`src/rtl/gsim_host_ctrl.sv`:
```
// Host-side controller for the GSIM solver.
// The host loads a 16-word B vector, then pulses start. The controller
// streams B into the solver, waits for the solver's result burst and
// captures it into a result buffer the host can read. It also flags
// timeouts and protocol errors.
//
// Handshake (solver side, no backpressure): gsim_in_en qualifies
// gsim_b_in one word per cycle. gsim_out_valid qualifies gsim_x_out one
// word per cycle. Each burst must be N back-to-back cycles, and any gap
// counts as a protocol error.
module gsim_host_ctrl #(
  parameter int N              = 16,
  parameter int B_W            = 16,
  parameter int X_W            = 32,
  parameter int TIMEOUT_CYCLES = 4096,
  parameter int TMR_W          = 13
) (
  input  logic           clk,
  input  logic           reset,
  input  logic           b_wr_en,
  input  logic [3:0]     b_wr_addr,
  input  logic [B_W-1:0] b_wr_data,
  input  logic           start,
  output logic           busy,
  output logic           done,
  output logic           err_timeout,
  output logic           err_proto,
  input  logic [3:0]     res_rd_addr,
  output logic [X_W-1:0] res_rd_data,
  output logic           gsim_in_en,
  output logic [B_W-1:0] gsim_b_in,
  input  logic           gsim_out_valid,
  input  logic [X_W-1:0] gsim_x_out
);

  localparam int CW = 4;
  localparam logic [CW-1:0]    LAST_IDX = CW'(N - 1);
  localparam logic [TMR_W-1:0] TMO_LAST = TMR_W'(TIMEOUT_CYCLES - 1);

  typedef enum logic [2:0] {
    S_IDLE,
    S_SEND,
    S_WAIT,
    S_RECV,
    S_DONE
  } state_t;

  // The FSM state is kept as a named, typed signal so it can be probed
  // hierarchically (dut.state).
  state_t           state;
  logic [B_W-1:0]   b_buf [N];
  logic [X_W-1:0]   r_buf [N];
  logic [CW-1:0]    send_cnt;
  logic [CW-1:0]    recv_cnt;
  logic             send_last;
  logic [TMR_W-1:0] timer;

  logic             start_ok;
  logic             b_wr_ok;
  logic             cap_en;
  logic [CW-1:0]    cap_idx;

  // A start is accepted only between runs. Host writes are accepted only
  // while no run is in flight.
  always_comb begin
    start_ok = start && ((state == S_IDLE) || (state == S_DONE));
    b_wr_ok  = b_wr_en && !busy;
  end

  // Decide whether this cycle captures a result word, and into which slot.
  always_comb begin
    cap_en  = 1'b0;
    cap_idx = recv_cnt;
    if (state == S_WAIT && gsim_out_valid) begin
      cap_en  = 1'b1;
      cap_idx = '0;
    end else if (state == S_RECV && gsim_out_valid) begin
      cap_en  = 1'b1;
    end
  end

  // B vector storage. It is host-writable only while idle.
  always_ff @(posedge clk or negedge reset) begin
    if (!reset) begin
      for (int i = 0; i < N; i++) b_buf[i] <= '0;
    end else if (b_wr_ok) begin
      b_buf[b_wr_addr] <= b_wr_data;
    end
  end

  // Result storage. It is written by the solver burst and never cleared by start.
  always_ff @(posedge clk or negedge reset) begin
    if (!reset) begin
      for (int i = 0; i < N; i++) r_buf[i] <= '0;
    end else if (cap_en) begin
      r_buf[cap_idx] <= gsim_x_out;
    end
  end

  // Registered host read port with one cycle of latency, valid in any state.
  always_ff @(posedge clk or negedge reset) begin
    if (!reset) res_rd_data <= '0;
    else        res_rd_data <= r_buf[res_rd_addr];
  end

  // Run sequencer: send B, wait for the burst, receive X, then report.
  always_ff @(posedge clk or negedge reset) begin
    if (!reset) begin
      state       <= S_IDLE;
      send_cnt    <= '0;
      recv_cnt    <= '0;
      send_last   <= 1'b0;
      timer       <= '0;
      busy        <= 1'b0;
      done        <= 1'b0;
      err_timeout <= 1'b0;
      err_proto   <= 1'b0;
      gsim_in_en  <= 1'b0;
      gsim_b_in   <= '0;
    end else begin
      case (state)
        S_IDLE, S_DONE: begin
          if (start_ok) begin
            done        <= 1'b0;
            err_timeout <= 1'b0;
            err_proto   <= 1'b0;
            busy        <= 1'b1;
            gsim_in_en  <= 1'b1;
            // A same-cycle host write to slot 0 must reach the first word.
            if (b_wr_en && (b_wr_addr == 4'd0)) gsim_b_in <= b_wr_data;
            else                                gsim_b_in <= b_buf[0];
            send_cnt    <= CW'(1);
            send_last   <= 1'b0;
            state       <= S_SEND;
          end
        end

        S_SEND: begin
          if (gsim_out_valid) begin
            // The solver answered before it received the whole vector.
            err_proto  <= 1'b1;
            gsim_in_en <= 1'b0;
            gsim_b_in  <= '0;
            busy       <= 1'b0;
            done       <= 1'b1;
            state      <= S_DONE;
          end else if (send_last) begin
            // B[N-1] has been on the bus for its cycle, so end the burst.
            gsim_in_en <= 1'b0;
            gsim_b_in  <= '0;
            timer      <= '0;
            state      <= S_WAIT;
          end else begin
            gsim_b_in <= b_buf[send_cnt];
            // Stop counting at the last index rather than wrapping.
            if (send_cnt == LAST_IDX) send_last <= 1'b1;
            else                      send_cnt  <= send_cnt + CW'(1);
          end
        end

        S_WAIT: begin
          timer <= timer + TMR_W'(1);
          if (gsim_out_valid) begin
            // A first word arriving on the timeout cycle still wins.
            recv_cnt <= CW'(1);
            state    <= S_RECV;
          end else if (timer == TMO_LAST) begin
            err_timeout <= 1'b1;
            busy        <= 1'b0;
            done        <= 1'b1;
            state       <= S_DONE;
          end
        end

        S_RECV: begin
          if (gsim_out_valid) begin
            if (recv_cnt == LAST_IDX) begin
              busy  <= 1'b0;
              done  <= 1'b1;
              state <= S_DONE;
            end else begin
              recv_cnt <= recv_cnt + CW'(1);
            end
          end else begin
            // A gap in the burst means a short result. Keep what arrived.
            err_proto <= 1'b1;
            busy      <= 1'b0;
            done      <= 1'b1;
            state     <= S_DONE;
          end
        end

        default: state <= S_IDLE;
      endcase
    end
  end

endmodule

```
`config.mk`:
```
export PLATFORM = sky130hd
export DESIGN_NAME = gsim_host_ctrl
export DESIGN_NICKNAME = d
export VERILOG_FILES = /design/src/rtl/gsim_host_ctrl.sv
export SDC_FILE = /design/constraint.sdc
export NUM_CORES = 1
export LEC_CHECK = 0
export ABC_AREA = 0
export CAP_MARGIN = 40
export CORE_UTILIZATION = 62
export CTS_CLUSTER_SIZE = 20
export DETAILED_ROUTE_END_ITERATION = 16
export PLACE_DENSITY = 0.85
export SYNTH_ARGS = -nofsm -noshare
export SYNTH_HDL_FRONTEND = slang
export SYNTH_SLANG_ARGS = --single-unit
```
`constraint.sdc`:
```
create_clock -name clk -period 2.8 [get_ports clk]
set_clock_uncertainty 0.05 [all_clocks]
set_input_delay 0.84 -clock clk [delete_from_list [all_inputs] [get_ports clk]]
set_output_delay 0.84 -clock clk [all_outputs]
set_load 0.01 [all_outputs]
```
* After elaboration in Yosys (flattened, before gate mapping)
Cells that the tools add are included.
** Storage, ports and cells
- Register bits :: 846
- Bits of input ports :: 61
- Output and inout bits :: 53
- Logic and storage cells :: 171
** Cells by class
- $add $sub $neg :: 3
- Magnitude comparators :: 6
- Equal/unequal tests :: 22
- Multiplexer cells :: 64
- Bitwise logic cells :: 4
- Reduce and logical (&&, ||, !) cells :: 28
** Operator list (number)
- 512-bit bitwise mux :: 1
- 256-bit bitwise mux :: 1
- 32-bit binary-select mux with 4-bit select :: 1
- 32-bit demux with 4-bit select :: 1
- 16-bit 2-to-1 mux :: 7
- 32-bit 2-to-1 mux :: 3
- 16-bit binary-select mux with 4-bit select :: 1
- 16-bit demux with 4-bit select :: 1
- 4-bit 2-to-1 mux :: 8
- 16-bit case mux with 2 select lines :: 1
- 13-bit 2-to-1 mux :: 2
- 13-bit case mux with 2 select lines :: 1
- 2-bit != test (second input constant) :: 11
- 3-bit 2-to-1 mux :: 7
- 5-bit >= comparator (second input constant) :: 4
- 1-bit 2-to-1 mux :: 20
- 4-bit NOT with 5-bit output :: 4
- 4-bit case mux with 2 select lines :: 2
- 4-bit AND reduction :: 4
- 13-bit by 1-bit adder with 13-bit output (second input constant) :: 1
- 13-bit by 12-bit == test with 1-bit output (second input constant) :: 1
- 3-bit case mux with 4 select lines :: 1
- 5-bit by 1-bit < comparator with 1-bit output (second input constant) :: 2
- 3-bit AND reduction :: 3
- 23 further kinds :: 39

* Logic depth before layout (Yosys ltp)
Gate-level depths: netlist of the first run.
- Word-level depth :: 9
- Mapped depth :: 7

* Worst setup path before layout of the first run
No wires, ideal clock.
- Path type :: input -> register
- Start :: input res_rd_addr[0]
- End :: register res_rd_data[11]
- Arrival :: 2.395 ns
- Slack :: 0.216 ns
- Cell stages on the path :: 4
- Path through :: buf_2 buf_2 mux4_2 mux4_2
** On the way
- Word-level cells in the longest chain between the ends :: 4
** RTL lines
- start: declaration :: RTL line 28 : input logic [3:0] res_rd_addr,
- 4-bit NOT with 5-bit output (not written as such) :: RTL line 103 : else res_rd_data <= r_buf[res_rd_addr];
- 32-bit binary-select mux with 4-bit select :: RTL line 103
- 32-bit 2-to-1 mux (not written as such) (2 in series) :: RTL line 103
- end signal: assignment :: RTL line 103
- end: declaration :: RTL line 29 : output logic [X_W-1:0] res_rd_data,
Every way passes these cells. The select of a mux whose other input is x is not followed.
A chain may end at the register's enable or synchronous reset.

* Worst setup path in the final report of the first run
- Start :: register err_proto
- End :: output err_proto
** RTL lines
- start: declaration :: RTL line 27 : output logic err_proto,
- start signal: assignment :: RTL line 117 : err_proto <= 1'b0;
- start signal: assignment :: RTL line 126 : err_proto <= 1'b0;
- start signal: assignment :: RTL line 141 : err_proto <= 1'b1;
No word-level cell between the ends.

==> results.toml, run 1 <==
[outcome]
outcome = "finished, final reports clean"

[yosys]
netlist.area_leader.share_pct = 56.02
async_reset_ff_share_pct = 100.0
synth_cell_types = 63
netlist_area_um2 = 37790
yosys.area.top_type = "dfrtp_1"
yosys_warnings = 0
ys_top_cells_by_count = "846 x dfrtp_1, 756 x mux2_2, 194 x mux4_2, 110 x clkbuf_1, 62 x buf_2"
avgSynthCellArea_um2 = 15.78
synth-seq-cells = 846
yosysMostFrequentCell = "dfrtp_1"
syn_inst = 2394
synthTopCellsByArea = "dfrtp_1 56%, mux2_2 23%, mux4_2 12%"
synth_edf_count = 0
ys_seq_area_share_pct = 56.02
synth_nets = 2458
synthFlopType = "dfrtp_1"

[clock_tree]
ctsHoldBuffers = 0
clkSinkCount = 846
htree_levels = 3
postCtsSetupBuffers = 0
cts_resized = 0
clockBufferDepth = 3
cts_made_buffers = 84
root_buffer = "clkbuf_16"
insertion_delay_ns = 0.63
clk_pin_slew_ns = 0.06
tritoncts = "done"

[cells_and_area]
nets = 2624
final_layout_size_suffix_gt1_share_pct = 48.90
fin_area_um2 = 44060
n_fill_cell = 3466
multi_input_area_um2 = 15800
syn_to_final_growth_pct = 16.59
seqCellArea_um2 = 21180

[power]
vdd_drop_max_mv = 0.6657
p_total_mw = 33.13
p_leak_nw = 20.63
power.density_nw_per_um2 = 752.1

[worst_setup_path]
critPathKind = "flop to primary output"
cp_cell_sequence = "clkdlybuf4s50_1"
cp_slowest_stage_delay_ns = 0.65
crit_family = "buffers and inverters"
worstPathMaxFanout = 3
critPathRequiredTime_ns = 1.91
worstSetupEndpointType = "primary output"
cp_num_buf_inv = 1
cp_slowest_cell = "clkdlybuf4s50_1"
cp.arrival_ns = 1.67
crit_path_start_kind = "flop"

[route]
vias = 22260
drc_errors = 0
drt_iter0_markers = 1589
firstDrtPassIters = 5
ant_nets = 0
wl_per_cell_um = 27.00
vias_per_cell = 6.528
wirelength_um = 92080

[floorplan]
die-area_um2 = 61940
rows = 90
coreArea_um2 = 60250
boundaryPins = 114
start_util_pct = 62.72
dieWidth_um = 248.9
die_y_um = 248.9

[timing]
max_slew_margin_pct = 37.99
hold_viol_final = 0
period_share_pct = 91.45
finalSetupViolCount = 0
drv_slew = 0
rsz0062_at_grt = "false"
tightest_slew_ns = 0.9302
period_minus_slack_ns = 2.561
max_freq_mhz = 390.5

[place]
dp_hpwl_um = 57350
gp_congestion = 0.8432
placed_cell_area_um2 = 41230
io_buffers = 113

[global_routing]
grt_pass1_wl_um = 145000
antenna_found_initial = 2
grt_pass1_vias = 24740
grt_max_degree = 90
globalRouteOverflowTotal = 0
grtUsageTotal_pct = 30.60

[run]
drv_cap = 0

[min_path]
hold_class = "input pin to async pin"
registers in the layout (all words and copies together), names as in the netlist, 3 cells and up:
signal,cells
gsim_b_in,16
send_cnt,4
state,3
res_rd_data,32
timer,13
b_buf,256
recv_cnt,4
r_buf,512
metrics by stage:
stage	setup WS [ns]	hold slack [ns]	std cells	TNS, ns	util (%)
final	0.2393	0.09164	3410	0	73.13
after global routing	0.1828	0.09649	3410	0	73.13
after CTS	0.2340	0.07515	3408	0	73.12
after detailed placement	-0.3010	0.4208	3256	-115.88	68.43
after global placement	-0.2181	0.4118	3256	-74.11	68.43
after floorplan	0.2165	0.4026	2394	0	-
final cells by class:
type	instances	area share, %
Sequential cell	846	48.06
Multi-Input combinational cell	1343	35.86
Timing Repair Buffer	277	7.370
Clock buffer	126	5.705
Tap cell	782	2.221
Clock inverter	26	0.7043
Inverter	8	0.06816
Antenna cell	2	0.01136
placed cells by master, fill, tap and decap left out, types with 27 or more instances in the layout:
cell type,n
clkbuf_16,87
mux4_2,194
clkdlybuf4s50_1,108
buf_4,94
buf_12,71
a22oi_1,44
mux2i_1,60
nand2_1,27
o21ai_0,30
dfrtp_1,844
mux2_2,756
metal layers:
metal	part of all wire (%)	vias up	track usage (%)	wire length (um)
met5	0	-	0	0
met4	4.0	0	12.46	3717
met3	4.5	249	4.587	4169
met2	52	720	53.18	48180
met1	39	11980	38.72	36010
li1	-	9314	-	-
power breakdown:
part           switching [mW]  total [mW]  internal, mW
logic                    2.73        6.18          3.45
registers                1.38        15.5          14.2
clock network            4.72        11.4          6.69
total                    8.83        33.1          24.3
logic make-up (layout without fill, tap and decap cells):
kind of cell / Yosys count / after routing / synth area share [%]
multiplexers: 1024 / 1024 / 36.10
flip-flops: 846 / 846 / 56.02
buffers and inverters: 205 / 437 / 2.381
AND/OR/NAND/NOR: 168 / 168 / 2.692
AO/OA/AOI/OAI: 141 / 141 / 2.546
XOR/XNOR: 7 / 7 / 0.1622
adder cells (fa/ha/maj): 3 / 3 / 0.09934
other: 0 / 2 / 0
worst paths after layout:
| kind | from | endpoint | slack (ns) | cells after the start |
|---|---|---|---|---|
| min reg2reg | r_buf[264] | r_buf[264] | 0.43 | 1 |
| max reg2reg | send_cnt[0] | gsim_b_in[15] | 0.49 | 4 |
| min | reset | r_buf[260] | 0.09 | 1 |
| max in group asynchronous | reset | send_cnt[1] | 1.69 | 3 |
| max | err_proto | err_proto | 0.24 | 1 |
| min in group clk | r_buf[264] | r_buf[264] | 0.43 | 1 |
No activity file was read; power rests on OpenSTA's default activity.
==> inputs of run 2 (changes only) <==
- SETUP_SLACK_MARGIN: unset -> 0.02
==> results of run 2 <==
Same layout as run 1: the final DEF is identical, and so are final timing and power.
==> RTL change 1: new RTL, flow settings as in run 2 <==
Change the parameter `N` from 16 to 32.
--- a/src/rtl/gsim_host_ctrl.sv
+++ b/src/rtl/gsim_host_ctrl.sv
@@ -10,5 +10,5 @@
 // counts as a protocol error.
 module gsim_host_ctrl #(
-  parameter int N              = 16,
+  parameter int N              = 32,
   parameter int B_W            = 16,
   parameter int X_W            = 32,
Function: not settled (the Yosys comparison gave no result); the edit may change what the design does.
==> RTL change 1 against run 2 <==
Wire length shrank 3.9%. Highest routed layer is now met5. Total power grew 0.67%. First-iteration DRC count shrank 12%. Critical path type unchanged. Design area shrank 0.53%. Area after synthesis shrank 0.20%. Setup slack lost 0.074 ns. Critical path depth is the same. Core utilization shrank 0.38 points. Sequential cell count is the same. Final cell count shrank 3.0%. Count of clock-buffer cells in the layout is the same.
==> RTL change 1: results (changes against run 2) <==
.. list-table::
   :header-rows: 1

   * - Metric
     - Value
   * - Outcome
     - completed
   * - Pin count of the biggest net entering global routing
     - 76 (-16%)
   * - Vias after detailed routing
     - 21,500 (-3.4%)
   * - Layout cell share with drive strength beyond 1
     - 0.488 (-0.00124)
   * - Synth top cells by count
     - 846 x dfrtp_1, 700 x mux2_2, 224 x mux4_2
   * - Peak ir drop on the vdd network
     - 0.772 mV (+16%)
   * - Routability-driven placement congestion ratio
     - 0.817 (-3.2%)
   * - Arrival time of data at the critical path endpoint
     - 1.74 ns (+0.07 ns)
   * - Internal power summed over all cells
     - 24.6 mW (+1.2%)
   * - Maximum fanout encountered on the critical timing path
     - 7 (+4)
   * - Met2 global-route usage
     - 0.514 (-0.0182)
   * - Violation count after the first detailed-routing iteration
     - 1,401 (-12%)
   * - Number of global-route vias before repair
     - 24,300 (-1.9%)
   * - Static leakage power
     - 20.8 nW (+0.64%)
   * - Inverter count of the layout excluding clock inverters
     - 6 (-2)
   * - Layout Nets
     - 2,528 (-3.7%)
   * - Buffers, non-clock
     - 256 (-7.6%)
   * - Non-clock buffer share of cell area
     - 0.0708 (-0.00292)
   * - Fraction of the yosys area taken by sequential cells
     - 0.561 (+0.00112)
   * - Total CTS buffers
     - 86 (+2.4%)
   * - GRT met3 Usage
     - 0.0460 (+0.0000816)
   * - Slowest cell delay on critical path
     - 0.60 ns (-0.05 ns)
   * - Worst slack, placed
     - -0.317 ns (-0.0163 ns)
   * - Global routing met1 resource utilization
     - 0.387 (about the same)
   * - Number of cells on the worst reg-to-reg path
     - 5 (+1)
   * - Proportion of cell area occupied by multi-input gates
     - 0.360 (+0.00118)
   * - Routed length per instance
     - 26.8 um (-0.87%)
   * - N_diodes
     - 1 (-1)
-- RTL change 1: changes by cell type after synthesis, moves of 7 or more --
cell      before  now
mux2_1        14  100
nand3_1       23   12
mux2i_1       60   17
o21ai_0       30   10
mux4_2       194  224
and3_1        20    2
a211oi_1      16    2
nor3_1        12    4
a22oi_1       44   16
buf_1         13    6
mux2_2       756  700
-- RTL change 1: worst paths after layout --
check / from / endpoint / slack [ns]
max in group asynchronous: reset / b_buf[473] / 1.66
min in group clk: r_buf[639] / r_buf[639] / 0.44
max reg2reg: send_cnt[0] / gsim_b_in[14] / 0.32
min: reset / res_rd_data[28] / 0.10
min reg2reg: r_buf[639] / r_buf[639] / 0.44
max: busy / busy / 0.17
-- RTL change 1: routing by layer --
layer	share of wire	routed length, um	vias to the layer above
met1	0.40	35100	11700
li1	-	-	8975
met5	0.00036	32	-
met3	0.047	4150	205
met2	0.52	46400	608
met4	0.032	2830	6
-- RTL change 1: power groups by stage --
stage / Combinational [mW] / Sequential [mW] / Clock (mW)
floorplan: 4.47 / 15.1 / 0
global placement: 6.17 / 15.5 / 0
detailed placement: 6.45 / 15.7 / 0
CTS: 6.53 / 15.5 / 11.5
global route: 6.93 / 15.8 / 11.9
finish: 6.48 / 15.6 / 11.3
-- RTL change 1: logic make-up after synthesis --
logic type | count (synthesis) | share of synthesized area
AND/OR/NAND/NOR | 135 | 0.0206
XOR/XNOR | 4 | 0.000929
adder cells (fa/ha/maj) | 3 | 0.000995
flip-flops | 846 | 0.561
buffers and inverters | 197 | 0.0231
AO/OA/AOI/OAI | 85 | 0.0159
multiplexers | 1041 | 0.377
==> RTL change 2: new RTL, settings of run 2 <==
Made on the original files. Re-encode `state_t` (5 states) as Gray code, 3 bits wide.
--- a/src/rtl/gsim_host_ctrl.sv
+++ b/src/rtl/gsim_host_ctrl.sv
@@ -39,9 +39,9 @@
 
   typedef enum logic [2:0] {
-    S_IDLE,
-    S_SEND,
-    S_WAIT,
-    S_RECV,
-    S_DONE
+    S_IDLE = 3'b000,
+    S_SEND = 3'b001,
+    S_WAIT = 3'b011,
+    S_RECV = 3'b010,
+    S_DONE = 3'b110
   } state_t;
 
Formal check against the unedited RTL: no difference found for any inputs over 4 cycles, from zero or initial values and one cycle with reset low; so few cycles prove little.
==> RTL change 2 against run 2 <==
Total power is 27% higher. Wire length is 1.3% lower. Critical path type unchanged. Largest power group unchanged. Area after synthesis is 1.3% higher. Design area is 1.4% higher. Sequential cell count stayed put. Setup slack worse by 0.11 ns.
==> RTL change 2: results (changes against run 2) <==
.. list-table::
   :header-rows: 1

   * - Metric
     - Value
   * - Violation count after the first detailed-routing iteration
     - 1,537 (-3.3%)
   * - Worst slack, placed
     - -0.292 ns (+0.00850 ns)
   * - Share of total power consumed by net switching
     - 0.282 (+0.0159)
   * - Met2 global-route usage
     - 0.527 (-0.00483)
   * - Number of global-route vias before repair
     - 24,900 (+0.75%)
   * - N_diodes
     - 0 (-2)
   * - Placed insts
     - 3,319 (+1.9%)
   * - Global routing met1 resource utilization
     - 0.387 (about the same)
   * - Internal power summed over all cells
     - 30.1 mW (+24%)
   * - Layout Nets
     - 2,688 (+2.4%)
   * - Clock tree cell share of total cell area
     - 0.0666 (+0.00253)
   * - Highest signal layer in the routed design
     - met5
   * - Slowest cell delay on critical path
     - 0.60 ns (-0.05 ns)
   * - Pin count of the biggest net entering global routing
     - 81 (-10%)
   * - Amount of wire on met2 after detailed routing
     - 48,100 um (-0.26%)
   * - Distinct cell type count after synthesis
     - 70 (+11%)
   * - Layout cell share with drive strength beyond 1
     - 0.494 (+0.00529)
   * - Routability-driven placement congestion ratio
     - 0.831 (-1.5%)
   * - GRT met3 Usage
     - 0.0476 (+0.00172)
   * - Arrival time of data at the critical path endpoint
     - 1.78 ns (+0.11 ns)
   * - Total CTS buffers
     - 85 (+1.2%)
   * - Synth top cells by count
     - 846 x dfrtp_1, 738 x mux2_2, 192 x mux4_2
   * - Register share of total power
     - 0.450 (-0.019)
   * - Proportion of cell area occupied by multi-input gates
     - 0.361 (+0.00277)
   * - R2R Setup Slk
     - 0.34 ns (-0.15 ns)
   * - Number of nets in the synthesized netlist
     - 2,496 (+1.5%)
   * - Area of placed instances
     - 41,700 sq um (+1.1%)
   * - Register share of the cell area
     - 0.474 (-0.00665)
   * - Static leakage power
     - 20.5 nW (-0.80%)
   * - Hpwl dp
     - 57,000 um (-0.63%)
   * - Number of clock buffer instances in the layout
     - 120 (-4.8%)
   * - Routed wire length on met3
     - 4300 um (+3.2%)
   * - Peak ir drop on the vdd network
     - 0.669 mV (+0.48%)
   * - Synthesized area divided by synthesized cell count
     - 15.7 sq um (-0.25%)
   * - Most area-consuming cells after synthesis
     - dfrtp_1 55%, mux2_2 22%, mux4_2 11%
   * - Outcome
     - completed
[RTL change 2: how the worst max path moves through the flow]
stage / startpoint / end / slack, ns / cells past startpoint
2_1_floorplan: res_rd_addr[0] / res_rd_data[0] / 0.36 / 4
3_3_place_gp: gsim_out_valid / r_buf[468] / -0.23 / 7
3_5_place_dp: gsim_out_valid / r_buf[468] / -0.29 / 7
4_1_cts: busy / busy / 0.09 / 1
5_1_grt: busy / busy / 0.07 / 1
6_report: busy / busy / 0.13 / 1
[RTL change 2: cells by family (layout without fill, tap and decap cells)]
| group | Yosys count | in the layout | share of synthesized area |
|---|---|---|---|
| AOI/OAI and AO/OA | 149 | 149 | 0.0256 |
| and+or+nand+nor | 179 | 179 | 0.0294 |
| muxes | 1042 | 1042 | 0.364 |
| buffers and inverters | 209 | 470 | 0.0265 |
| adders and majority gates | 3 | 3 | 0.000980 |
| xor gates and xnor gates | 4 | 4 | 0.000915 |
| DFF | 846 | 846 | 0.553 |
